[src/rtl/instruction_fetch.sv]
// Instruction fetch front end: issues credit-limited reads to the instruction
// memory, buffers the one-cycle-latency responses and hands them to decode.
module instruction_fetch #(
    parameter int ADDRESS_WIDTH = 10,
    parameter int DATA_WIDTH = 32,
    parameter int DEPTH = 4,
    parameter logic [ADDRESS_WIDTH+1:0] RESET_PC = '0
) (
    input  logic                       clk,
    input  logic                       rst,
    output logic                       im_ce,
    output logic [ADDRESS_WIDTH-1:0]   im_address,
    input  logic [DATA_WIDTH-1:0]      im_data,
    input  logic                       im_dataValid,
    input  logic                       redirect_valid,
    input  logic [ADDRESS_WIDTH+1:0]   redirect_pc,
    output logic                       inst_valid,
    input  logic                       inst_ready,
    output logic [DATA_WIDTH-1:0]      inst_data,
    output logic [ADDRESS_WIDTH+1:0]   inst_pc
);

    localparam int PC_WIDTH = ADDRESS_WIDTH + 2;
    localparam int PTR_WIDTH = $clog2(DEPTH);
    localparam int CNT_WIDTH = $clog2(DEPTH + 1);
    localparam logic [CNT_WIDTH:0] CREDIT_LIMIT = (CNT_WIDTH + 1)'(DEPTH);

    logic [PC_WIDTH-1:0]   r_pc;
    logic [PC_WIDTH-1:0]   r_pendingPc;
    logic                  r_pending;
    logic [DATA_WIDTH-1:0] r_fifoData [DEPTH];
    logic [PC_WIDTH-1:0]   r_fifoPc [DEPTH];
    logic [PTR_WIDTH-1:0]  r_rdPtr;
    logic [PTR_WIDTH-1:0]  r_wrPtr;
    logic [CNT_WIDTH-1:0]  r_count;

    logic [CNT_WIDTH:0]    w_inFlight;
    logic                  w_issue;
    logic                  w_push;
    logic                  w_pop;
    logic [PC_WIDTH-1:0]   w_redirectPc;

    // A read is only issued if its response is guaranteed a FIFO slot,
    // counting the one already in flight.
    assign w_inFlight   = {1'b0, r_count} + {{CNT_WIDTH{1'b0}}, r_pending};
    assign w_issue      = !rst && !redirect_valid && (w_inFlight < CREDIT_LIMIT);
    assign w_push       = r_pending && im_dataValid && !redirect_valid;
    assign w_pop        = (r_count != '0) && inst_ready && !redirect_valid;
    assign w_redirectPc = redirect_pc & ~(PC_WIDTH'(3));

    assign im_ce      = w_issue;
    assign im_address = r_pc[PC_WIDTH-1:2];
    assign inst_valid = (r_count != '0);
    assign inst_data  = r_fifoData[r_rdPtr];
    assign inst_pc    = r_fifoPc[r_rdPtr];

    always_ff @(posedge clk) begin
        if (rst) begin
            r_pc <= RESET_PC;
        end else if (redirect_valid) begin
            r_pc <= w_redirectPc;
        end else if (w_issue) begin
            r_pc <= r_pc + PC_WIDTH'(4);
        end
    end

    always_ff @(posedge clk) begin
        if (rst) begin
            r_pending   <= 1'b0;
            r_pendingPc <= '0;
        end else begin
            r_pending <= w_issue;
            if (w_issue) begin
                r_pendingPc <= r_pc;
            end
        end
    end

    always_ff @(posedge clk) begin
        if (rst) begin
            for (int i = 0; i < DEPTH; i++) begin
                r_fifoData[i] <= '0;
                r_fifoPc[i]   <= '0;
            end
        end else if (w_push) begin
            r_fifoData[r_wrPtr] <= im_data;
            r_fifoPc[r_wrPtr]   <= r_pendingPc;
        end
    end

    // A redirect discards everything buffered; the stale in-flight response
    // is dropped because pending is cleared at the same edge.
    always_ff @(posedge clk) begin
        if (rst || redirect_valid) begin
            r_rdPtr <= '0;
            r_wrPtr <= '0;
            r_count <= '0;
        end else begin
            if (w_push) begin
                r_wrPtr <= r_wrPtr + PTR_WIDTH'(1);
            end
            if (w_pop) begin
                r_rdPtr <= r_rdPtr + PTR_WIDTH'(1);
            end
            case ({w_push, w_pop})
                2'b10:   r_count <= r_count + CNT_WIDTH'(1);
                2'b01:   r_count <= r_count - CNT_WIDTH'(1);
                default: r_count <= r_count;
            endcase
        end
    end

endmodule

[config.mk]
export PLATFORM = sky130hd
export DESIGN_NAME = instruction_fetch
export DESIGN_NICKNAME = d
export VERILOG_FILES = /design/src/rtl/instruction_fetch.sv
export SDC_FILE = /design/constraint.sdc
export NUM_CORES = 1
export LEC_CHECK = 0
export ABC_AREA = 1
export ABC_CLOCK_PERIOD_IN_PS = 7750
export BUFFER_PORTS_ARGS = -buffer_cell sky130_fd_sc_hd__buf_2
export CAP_MARGIN = 20
export CORE_AREA = 2 2 123 215
export CTS_BUF_LIST = sky130_fd_sc_hd__clkbuf_16
export DETAILED_ROUTE_END_ITERATION = 6
export DIE_AREA = 0 0 125 217
export PLACE_DENSITY = 0.57
export SLEW_MARGIN = 5
export SYNTH_ARGS = -nofsm -noshare
export SYNTH_HDL_FRONTEND = slang
export SYNTH_SLANG_ARGS = --single-unit
[constraint.sdc]
create_clock -name clk -period 7.75 [get_ports clk]
set_input_delay 0.775 -clock clk [delete_from_list [all_inputs] [get_ports clk]]
set_output_delay 0.775 -clock clk [all_outputs]
set_load 0.02 [all_outputs]
==> impl_metrics.toml, run 1 <==
[die]
die_x_um = 125
ios = 105
num_rows = 78
die-area_um2 = 27100
dieHeight_um = 217
start_util_pct = 34.3
fp.coreArea_um2 = 25600

[place]
gp_congestion = 0.773
dp_hpwl_mm = 12.1
place_area_um2 = 9510
io_buffers = 100

[final_layout]
n_fill_cell = 2573
final_nets = 985
areaGrowthSynthToFinish_pct = 15.1
stdcell_area_um2 = 10100
drive_gt1_share_pct = 18.5
antenna_cells = 0

[power]
switching_power_w = 0.000484
combPwrFrac_pct = 6.1
p_leak_nw = 3.93
powerDensity_nw_per_um2 = 219
pwr-share-seq_pct = 54.5
p_int_w = 0.00173
p_clk_share_pct = 39.3
switching_share_pct = 21.9
ir_worst_vdd_uv = 127

[sta]
min_period_ps = 4010
relSlewSlack_pct = 39.3
min_period_over_period_pct = 51.8
setup_viol = 0
hold_violations = 0
max_freq_mhz = 249
fin_tns_setup_ps = 0
fin_skew_ps = 8.34
tightest_slew_ps = 910
rsz0062_at_grt = "no"
maxSlewViolCount = 0

[route]
drt-wirelength-per-cell_um = 16.7
firstDrtPassIters = 4
ant_nets = 0
drt_wl_total_mm = 21.1
drc_errors = 0
vias = 6249
via_per_inst = 4.94
drt_iter0_drc = 277

[hold_path]
worst_hold_path_type = "flip-flop to flip-flop"

[global_route]
grt_pass1_wl_mm = 33.3
grt_max_degree = 86
grt_usage_pct = 15.9
grt_pass1_vias = 6278
overflow = 0
antenna_found_initial = 0

[clock_tree]
cts_buffers = 17
cts_tree = "built"
cts-hold-fix-buffers = 0
cts-root-buf = "clkbuf_16"
postCtsResizedCells = 0
path_clk_slew_ps = 70
clkSinkCount = 198
htree_levels = 4
cts_setup_buffers = 0
insertion_delay_ps = 440
cts_buffer_depth = 2

[logic_synthesis]
syn_area_um2 = 8760
synth-seq-cells = 198
ys_seq_area_share_pct = 64.4
syn_avg_cell_area_um2 = 10.3
ys_warn_count = 0
synth.distinct_cells = 34
synthCells = 855

[status]
status = "finished clean"

[worst_setup_path]
path_class = "flip-flop to output port"
cp.required_ps = 6970
end_kind = "output port"
crit_arrival_ps = 3240
critPathMaxFanout = 43
critPathLaunchType = "flip-flop"

[job]
drv_cap = 0
power groups by stage:
stage	combinational (W)	clock, W	sequential [W]
floorplan	0.0000813	0	0.00123
global placement	0.000138	0	0.00123
detailed placement	0.000139	0	0.00123
CTS	0.000139	0.000887	0.00121
global route	0.000150	0.000924	0.00121
finish	0.000135	0.000870	0.00121
per-layer routing:
| layer | track usage [%] | part of all wire (%) | wire, um | vias up |
|---|---|---|---|---|
| met5 | 0 | 0 | 0 | - |
| met4 | 6.85 | 2.4 | 514 | 0 |
| met3 | 3.39 | 3.9 | 833 | 28 |
| met2 | 29.2 | 54 | 11400 | 133 |
| met1 | 17.5 | 40 | 8400 | 3050 |
| li1 | - | - | - | 3038 |
layout by cell type, fill, tap and decap left out, types with 18 or more instances in the layout:
master,netlist,routed
nand3_1,19,19
inv_1,81,82
dfxtp_1,30,28
o22ai_1,42,42
edfxtp_1,168,168
nor2_1,233,233
a21oi_1,21,21
nand2_1,46,42
nor3_1,18,18
buf_2,14,100
o21ai_0,100,99
cell families (layout without fill, tap and decap cells):
family	Yosys count	after routing	share of synthesized area, %
AO/OA/AOI/OAI	169	169	10.4
XOR/XNOR	3	3	0.300
adder cells (fa/ha/maj)	3	3	0.514
buffers and inverters	136	226	6.71
flip-flops	198	198	64.4
other	1	2	0.0428
AND/OR/NAND/NOR	345	345	17.6
final cells by class:
type                            count  area (um^2)  share of cell area (%)
Sequential cell                   198         5650                    56.0
Multi-Input combinational cell    522         2570                    25.5
Timing Repair Buffer              110          576                    5.70
Clock buffer                       17          425                    4.22
Tap cell                          320          400                    3.97
Inverter                           84          318                    3.15
Clock inverter                     15          150                    1.49
critical path, cell delays in order (launching register included):
cell and delay [ps]:
dfxtp_2 920, clkinv_1 890, buf_4 500, o21ai_0 130, o22ai_1 140, buf_2 180
state kept, by name (all words and copies together), names as in the netlist, named ones only:
name / count
r_fifoData: 128
r_wrPtr: 2
r_pc: 10
r_pendingPc: 10
r_pending: 1
r_fifoPc: 40
r_count: 3
r_rdPtr: 2
metrics by stage:
stage          cells  power, W  setup slack [ps]  util [%]  hold WS, ps
6_report        1266   0.00221              3740      39.5          465
2_1_floorplan    856   0.00131              2890         -          433
3_3_place_gp    1234   0.00137              4140      37.2          445
4_1_cts         1266   0.00223              3620      39.5          470
5_1_grt         1266   0.00228              3530      39.5          488
3_5_place_dp    1234   0.00137              4100      37.2          461
cells in the mapped netlist:
master | n | area, um^2
nor2_1 | 233 | 875
edfxtp_1 | 168 | 5040
o21ai_0 | 100 | 500
inv_1 | 81 | 304
nand2_1 | 46 | 173
o22ai_1 | 42 | 263
dfxtp_1 | 30 | 601
clkbuf_1 | 28 | 105
a21oi_1 | 21 | 105
nand3_1 | 19 | 95.1
nor3_1 | 18 | 90.1
nor2_4 | 15 | 169
buf_2 | 14 | 70.1
nor3_2 | 10 | 100
buf_6 | 5 | 56.3
buf_4 | 3 | 22.5
a22oi_1 | 2 | 15.0
ha_1 | 2 | 25.0
inv_2 | 2 | 7.51
xnor2_1 | 2 | 17.5
a31oi_1 | 1 | 6.26
buf_1 | 1 | 3.75
buf_8 | 1 | 15.0
clkinv_1 | 1 | 3.75
conb_1 | 1 | 3.75
fa_1 | 1 | 20.0
nand3_2 | 1 | 10.0
nor2_2 | 1 | 6.26
nor2_8 | 1 | 20.0
o21a_1 | 1 | 7.51
o21bai_1 | 1 | 7.51
o31ai_1 | 1 | 7.51
or2_2 | 1 | 6.26
xor2_1 | 1 | 8.76
final timing paths:
path / end / slack [ps] / cells past startpoint / from
setup reg to reg: r_fifoData[0][24] / 5490 / 6 / r_pending
hold / removal: flip-flop / 460 / 2 / r_rdPtr[1]
hold reg to reg: flip-flop / 460 / 2 / r_rdPtr[1]
setup / recovery: inst_pc[4] / 3740 / 5 / flip-flop
Note: power is estimated with default switching activity, not from simulation.
==> run 2, diff against run 1 <==
--- a/config.mk
+++ b/config.mk
@@ -6,7 +6,7 @@
 export NUM_CORES = 1
 export LEC_CHECK = 0
 export ABC_AREA = 1
-export ABC_CLOCK_PERIOD_IN_PS = 7750
+export ABC_CLOCK_PERIOD_IN_PS = 3900
 export BUFFER_PORTS_ARGS = -buffer_cell sky130_fd_sc_hd__buf_2
 export CAP_MARGIN = 20
 export CORE_AREA = 2 2 123 215
==> constraint.sdc (replaced) <==
create_clock -name clk -period 3.9 [get_ports clk]
set_input_delay 0.39 -clock clk [delete_from_list [all_inputs] [get_ports clk]]
set_output_delay 0.39 -clock clk [all_outputs]
set_load 0.02 [all_outputs]
==> run 2 against run 1 <==
First-iteration DRC count is 61% higher; cell area is 0.58% higher; clock power is 95% higher; wire length is 1.8% higher.
==> impl_metrics.toml, run 2 (synthesis gave the netlist of run 1 again) <==
[route]
drc_errors = 0
routed.top_layer = "met4"
wl_met1_mm = 8.80
drt_wl_total_mm = 21.5
firstDrtPassIters = 7
drt_iter0_drc = 445
vias = 6282
via_per_inst = 4.93
wl_met3_um = 712
drt-wirelength-per-cell_um = 16.9
ant_nets = 0
wl_met2_mm = 11.4

[final_layout]
stdcell_area_um2 = 10100
top_regs = "r_fifoData (128), r_fifoPc (40)"
multiInputGateArea_um2 = 2570
final_nets = 993
final_cell_mix = "233 x nor2_1, 168 x edfxtp_1, 100 x buf_2"
n_fill_cell = 2580
seq_area_um2 = 5650
final_common_cell = "nor2_1"
drive_gt1_share_pct = 19.4
areaGrowthSynthToFinish_pct = 15.8
regMostFlops = "r_fifoData"
largest_reg_flops = 128
antenna_cells = 0

[status]
status = "finished clean"

[worst_setup_path]
end_kind = "output port"
r2r-start = "r_pending"
cp.required_ps = 3510
critPathLaunchType = "flip-flop"
path_class = "flip-flop to output port"
crit_arrival_ps = 2410
critPathMaxFanout = 46

[clock_tree]
cts_tree = "built"
clkSinkCount = 198
postCtsResizedCells = 0
cts-hold-fix-buffers = 0
cts_setup_buffers = 0
insertion_delay_ps = 440
cts_buffers = 17
cts-root-buf = "clkbuf_16"
htree_levels = 4
cts_buffer_depth = 2
path_clk_slew_ps = 70

[die]
die-area_um2 = 27100
die_x_um = 125
ios = 105
num_rows = 78
dieHeight_um = 217
fp.coreArea_um2 = 25600
start_util_pct = 34.3

[place]
io_buffers = 100
place_area_um2 = 9560
dp_hpwl_mm = 12.8
gp_congestion = 0.771

[global_route]
grt_max_degree = 85
grt_usage_pct = 16.2
overflow = 0
grt_pass1_wl_mm = 34.0
antenna_found_initial = 0
grt_pass1_vias = 6532

[power]
powerDensity_nw_per_um2 = 430
ir_worst_vdd_uv = 208
p_leak_nw = 3.95

[sta]
max_freq_mhz = 357
hold_violations = 0
min_period_over_period_pct = 71.8
tightest_slew_ps = 863
rsz0062_at_grt = "no"
fin_skew_ps = 10.4
fin_tns_setup_ps = 0
min_period_ps = 2800
relSlewSlack_pct = 42.2
maxSlewViolCount = 0
setup_viol = 0

[hold_path]
worst_hold_path_type = "input pin to flip-flop"
min-delay-start = "redirect_pc[9]"

[job]
drv_cap = 0
## run 2: changes by cell type in the layout (fill, tap and decap cells not counted), sizes merged
cell	delta
bufinv	-1
buf	+8
clkinv	-1
clkinvlp	+2
## run 2: report_power, final
group          leakage [nW]  switching (W)  internal (W)  total, W
logic                  1.70       0.000197     0.0000772  0.000274
clock network         0.270       0.000764      0.000934   0.00170
registers              1.98      0.0000286       0.00237   0.00240
total                  3.95       0.000990       0.00338   0.00437
## run 2: metrics by stage
stage / total power (W) / setup slack, ps / cells / hold WS (ps) / util (%)
2_1_floorplan: 0.00261 / 722 / 856 / 433 / -
3_3_place_gp: 0.00272 / 1390 / 1241 / 460 / 37.4
3_5_place_dp: 0.00272 / 1380 / 1241 / 463 / 37.4
4_1_cts: 0.00441 / 1070 / 1273 / 233 / 39.6
5_1_grt: 0.00453 / 942 / 1274 / 267 / 39.7
6_report: 0.00437 / 1100 / 1274 / 263 / 39.7
## run 2: worst max-delay path, stage by stage, from the launching register on
cell	delay, ps
dfxtp_2	330
inv_2	590
buf_4	390
o21ai_0	130
o22ai_1	280
buf_2	230
## run 2: final cells by class
| class | count | area share (%) |
|---|---|---|
| clock buffer | 17 | 4.19 |
| clock inverter | 15 | 1.38 |
| inverter | 84 | 3.12 |
| multi-input combinational | 522 | 25.3 |
| sequential | 198 | 55.7 |
| tap | 320 | 3.95 |
| timing repair buffer | 118 | 6.39 |
## run 2: path summary, 6_finish.rpt
check / to / slack (ps) / cells past startpoint
setup / recovery: inst_pc[2] / 1100 / 5
hold / removal: r_pc[9] / 260 / 5
setup reg to reg: r_fifoData[2][27] / 1630 / 5
hold reg to reg: flip-flop / 480 / 2
## run 2: metal layers
metal	vias up	global-route usage (%)
li1	3057	-
met1	3056	18.3
met2	139	29.2
met3	30	3.66
met4	0	7.33
met5	-	0
==> run 3, diff against run 2 <==
--- a/config.mk
+++ b/config.mk
@@ -5,14 +5,14 @@
 export SDC_FILE = /design/constraint.sdc
 export NUM_CORES = 1
 export LEC_CHECK = 0
-export ABC_AREA = 1
-export ABC_CLOCK_PERIOD_IN_PS = 3900
+export ABC_AREA = 0
+export ABC_CLOCK_PERIOD_IN_PS = 2850
 export BUFFER_PORTS_ARGS = -buffer_cell sky130_fd_sc_hd__buf_2
 export CAP_MARGIN = 20
-export CORE_AREA = 2 2 123 215
+export CORE_AREA = 2 2 122 212
 export CTS_BUF_LIST = sky130_fd_sc_hd__clkbuf_16
 export DETAILED_ROUTE_END_ITERATION = 6
-export DIE_AREA = 0 0 125 217
+export DIE_AREA = 0 0 124 214
 export PLACE_DENSITY = 0.57
 export SLEW_MARGIN = 5
 export SYNTH_ARGS = -nofsm -noshare
==> constraint.sdc (replaced) <==
create_clock -name clk -period 2.85 [get_ports clk]
set_input_delay 0.285 -clock clk [delete_from_list [all_inputs] [get_ports clk]]
set_output_delay 0.285 -clock clk [all_outputs]
set_load 0.02 [all_outputs]
==> run 3 against run 2 <==
Area after synthesis decreased by 2.5%; combinational power increased by 22%; sequential share of layout area increased by 0.83 points; global-route usage decreased by 1.2 points; wire length decreased by 12%; hold slack got worse by 160 ps; sequential power increased by 36%; clock skew decreased by 3.4 ps.
==> impl_metrics.toml, run 3 <==
[power]
p_leak_nw = 3.80
pwr-share-seq_pct = 55.7
switching_share_pct = 21.7
powerDensity_nw_per_um2 = 588
p_int_w = 0.00460
combPwrFrac_pct = 5.7
power_w = 0.00588
switching_power_w = 0.00128
p_clk_share_pct = 38.6
ir_worst_vdd_uv = 382

[final_layout]
stdcell_area_um2 = 10000
drive_gt1_share_pct = 28.1
antenna_cells = 0
largest_reg_flops = 128
final_common_cell = "edfxtp_1"
regMostFlops = "r_fifoData"
areaGrowthSynthToFinish_pct = 17.0
final_nets = 743
n_fill_cell = 2326
top_regs = "r_fifoData (128), r_fifoPc (40)"
multiInputGateArea_um2 = 2650
seq_area_um2 = 5650
utilization_pct = 40.5
final_cell_mix = "168 x edfxtp_1, 115 x and2_1, 100 x buf_2"

[die]
num_rows = 76
die_x_um = 124
die-area_um2 = 26500
dieHeight_um = 214
fp.coreArea_um2 = 24700
ios = 105
start_util_pct = 34.6

[clock_tree]
htree_levels = 4
cts_buffer_depth = 2
insertion_delay_ps = 430
cts_tree = "built"
cts_buffers = 17
cts-hold-fix-buffers = 0
postCtsResizedCells = 0
cts_setup_buffers = 0
cts-root-buf = "clkbuf_16"
clkSinkCount = 198
path_clk_slew_ps = 70

[route]
drt_wl_total_mm = 18.9
drt-wirelength-per-cell_um = 18.7
ant_nets = 0
vias = 4934
drt_iter0_drc = 306
via_per_inst = 4.86
firstDrtPassIters = 4
drc_errors = 0

[global_route]
grt_pass1_vias = 5463
grt_usage_pct = 15.0
grt_max_degree = 43
overflow = 0
antenna_found_initial = 1
grt_pass1_wl_mm = 29.5

[sta]
relSlewSlack_pct = 35.9
setup_slack_ps = 410
fin_skew_ps = 6.92
hold_violations = 0
maxSlewViolCount = 0
min_period_ps = 2440
fin_tns_setup_ps = 0
min_period_over_period_pct = 85.6
rsz0062_at_grt = "no"
setup_viol = 0
tightest_slew_ps = 958
max_freq_mhz = 410

[worst_setup_path]
r2r_cells = 8
cp.required_ps = 2570
crit_arrival_ps = 2150
cp_top_family = "flip-flops"
critPathLaunchType = "flip-flop"
cp.buffers_inverters = 2
critPathMaxFanout = 24
r2r_end = "r_count[2]"
path_cells = "buf_12 > mux4_2 > buf_2"
reg2reg_slack_ps = 620
end_kind = "output port"
cpMaxStageDelayCell = "dfxtp_4"
path_class = "flip-flop to output port"
critical-path-max-stage-delay_ps = 620
r2r-start = "r_count[2]"

[logic_synthesis]
synthTopCellsByCount = "168 x edfxtp_1, 115 x and2_1, 49 x nor2_1"
syn_area_um2 = 8550
synth.top_cell.area_share_pct = 59.0
syn_avg_cell_area_um2 = 14.4
ys_warn_count = 0
synth-seq-cells = 198
synth_flop_cell = "edfxtp_1"
synth.most_common_cell = "edfxtp_1"
ys_seq_area_share_pct = 66.0
synth.distinct_cells = 47
post-synth-top-area-cell = "edfxtp_1"
synth_edf_count = 168
synth.area.top_cells = "edfxtp_1 59%, mux4_2 11%, and2_1 8.4%"
async_flop_share_pct = 0
synthCells = 594

[place]
dp_slack_ps = 505
gp_congestion = 0.802
place_area_um2 = 9450
dp_hpwl_mm = 11.7
io_buffers = 100

[hold_path]
hold_path_end = "r_pc[7]"
min-delay-start = "redirect_pc[7]"
worst_hold_path_type = "input pin to flip-flop"
hold_depth = 3

[job]
drv_cap = 0

[status]
status = "finished clean"
-- run 3: cell types whose count changed in the layout (fill, tap and decap cells not counted), moves of 5 or more --
cell,before,now
o22ai_1,42,2
nor2_1,233,49
nor2_4,15,4
buf_12,1,6
buf_4,17,5
and2_1,0,115
o21ai_0,99,2
inv_1,82,27
nor3_2,10,1
nand3_1,19,7
nor3_1,18,1
mux4_2,0,42
-- run 3: layout make-up --
type	count	area share (%)
flip-flops and latches	198	56.5
multi-input cells	336	26.5
repair buffers	111	6.58
clock buffers	20	5.00
well taps	312	3.90
inverters	27	1.01
clock inverters	12	0.550
-- run 3: worst max-delay path by stage --
stage	from	endpoint	slack [ps]	cells past startpoint
final	flip-flop	inst_pc[8]	410	3
after global routing	flip-flop	inst_pc[8]	290	3
after CTS	flip-flop	inst_pc[8]	350	3
after detailed placement	redirect_valid	r_count[2]	510	9
after global placement	im_dataValid	r_fifoData[2][3]	550	6
after floorplan	redirect_valid	r_fifoData[0][0]	-480	4
-- run 3: power by group through the flow --
stage          registers [W]  logic (W)  clock network (W)
2_1_floorplan        0.00334   0.000181                  0
3_3_place_gp         0.00333   0.000336                  0
3_5_place_dp         0.00334   0.000341                  0
6_report             0.00327   0.000335            0.00227
5_1_grt              0.00328   0.000364            0.00243
4_1_cts              0.00327   0.000342            0.00231
-- run 3: per-stage QoR --
step           cells  hold WS, ps
2_1_floorplan    595          430
3_3_place_gp     984          464
3_5_place_dp     984          463
4_1_cts         1016         85.4
5_1_grt         1016         93.8
6_report        1016          108
-- run 3: worst register-to-register path, stage by stage, from the launching register on --
cell	delay, ps
dfxtp_1	460
or3_1	200
and3_1	210
ha_1	210
inv_1	60
fa_1	390
xor2_1	170
or3_1	310
a21oi_1	150
-- run 3: layer usage --
layer	share of wire [%]	global-route usage (%)
met2	53	26.5
met1	39	16.9
met5	0.069	0
met4	3.3	7.08
met3	3.9	3.35
-- run 3: cells by family after synthesis --
family                     Yosys count  synth area share [%]
and+or+nand+nor                    244                  15.4
other                                1                0.0439
muxes                               43                  11.2
xor gates and xnor gates             6                 0.615
DFF                                198                  66.0
buffers and inverters               61                  3.51
AOI/OAI and AO/OA                   38                  2.69
adders and majority gates            3                 0.527
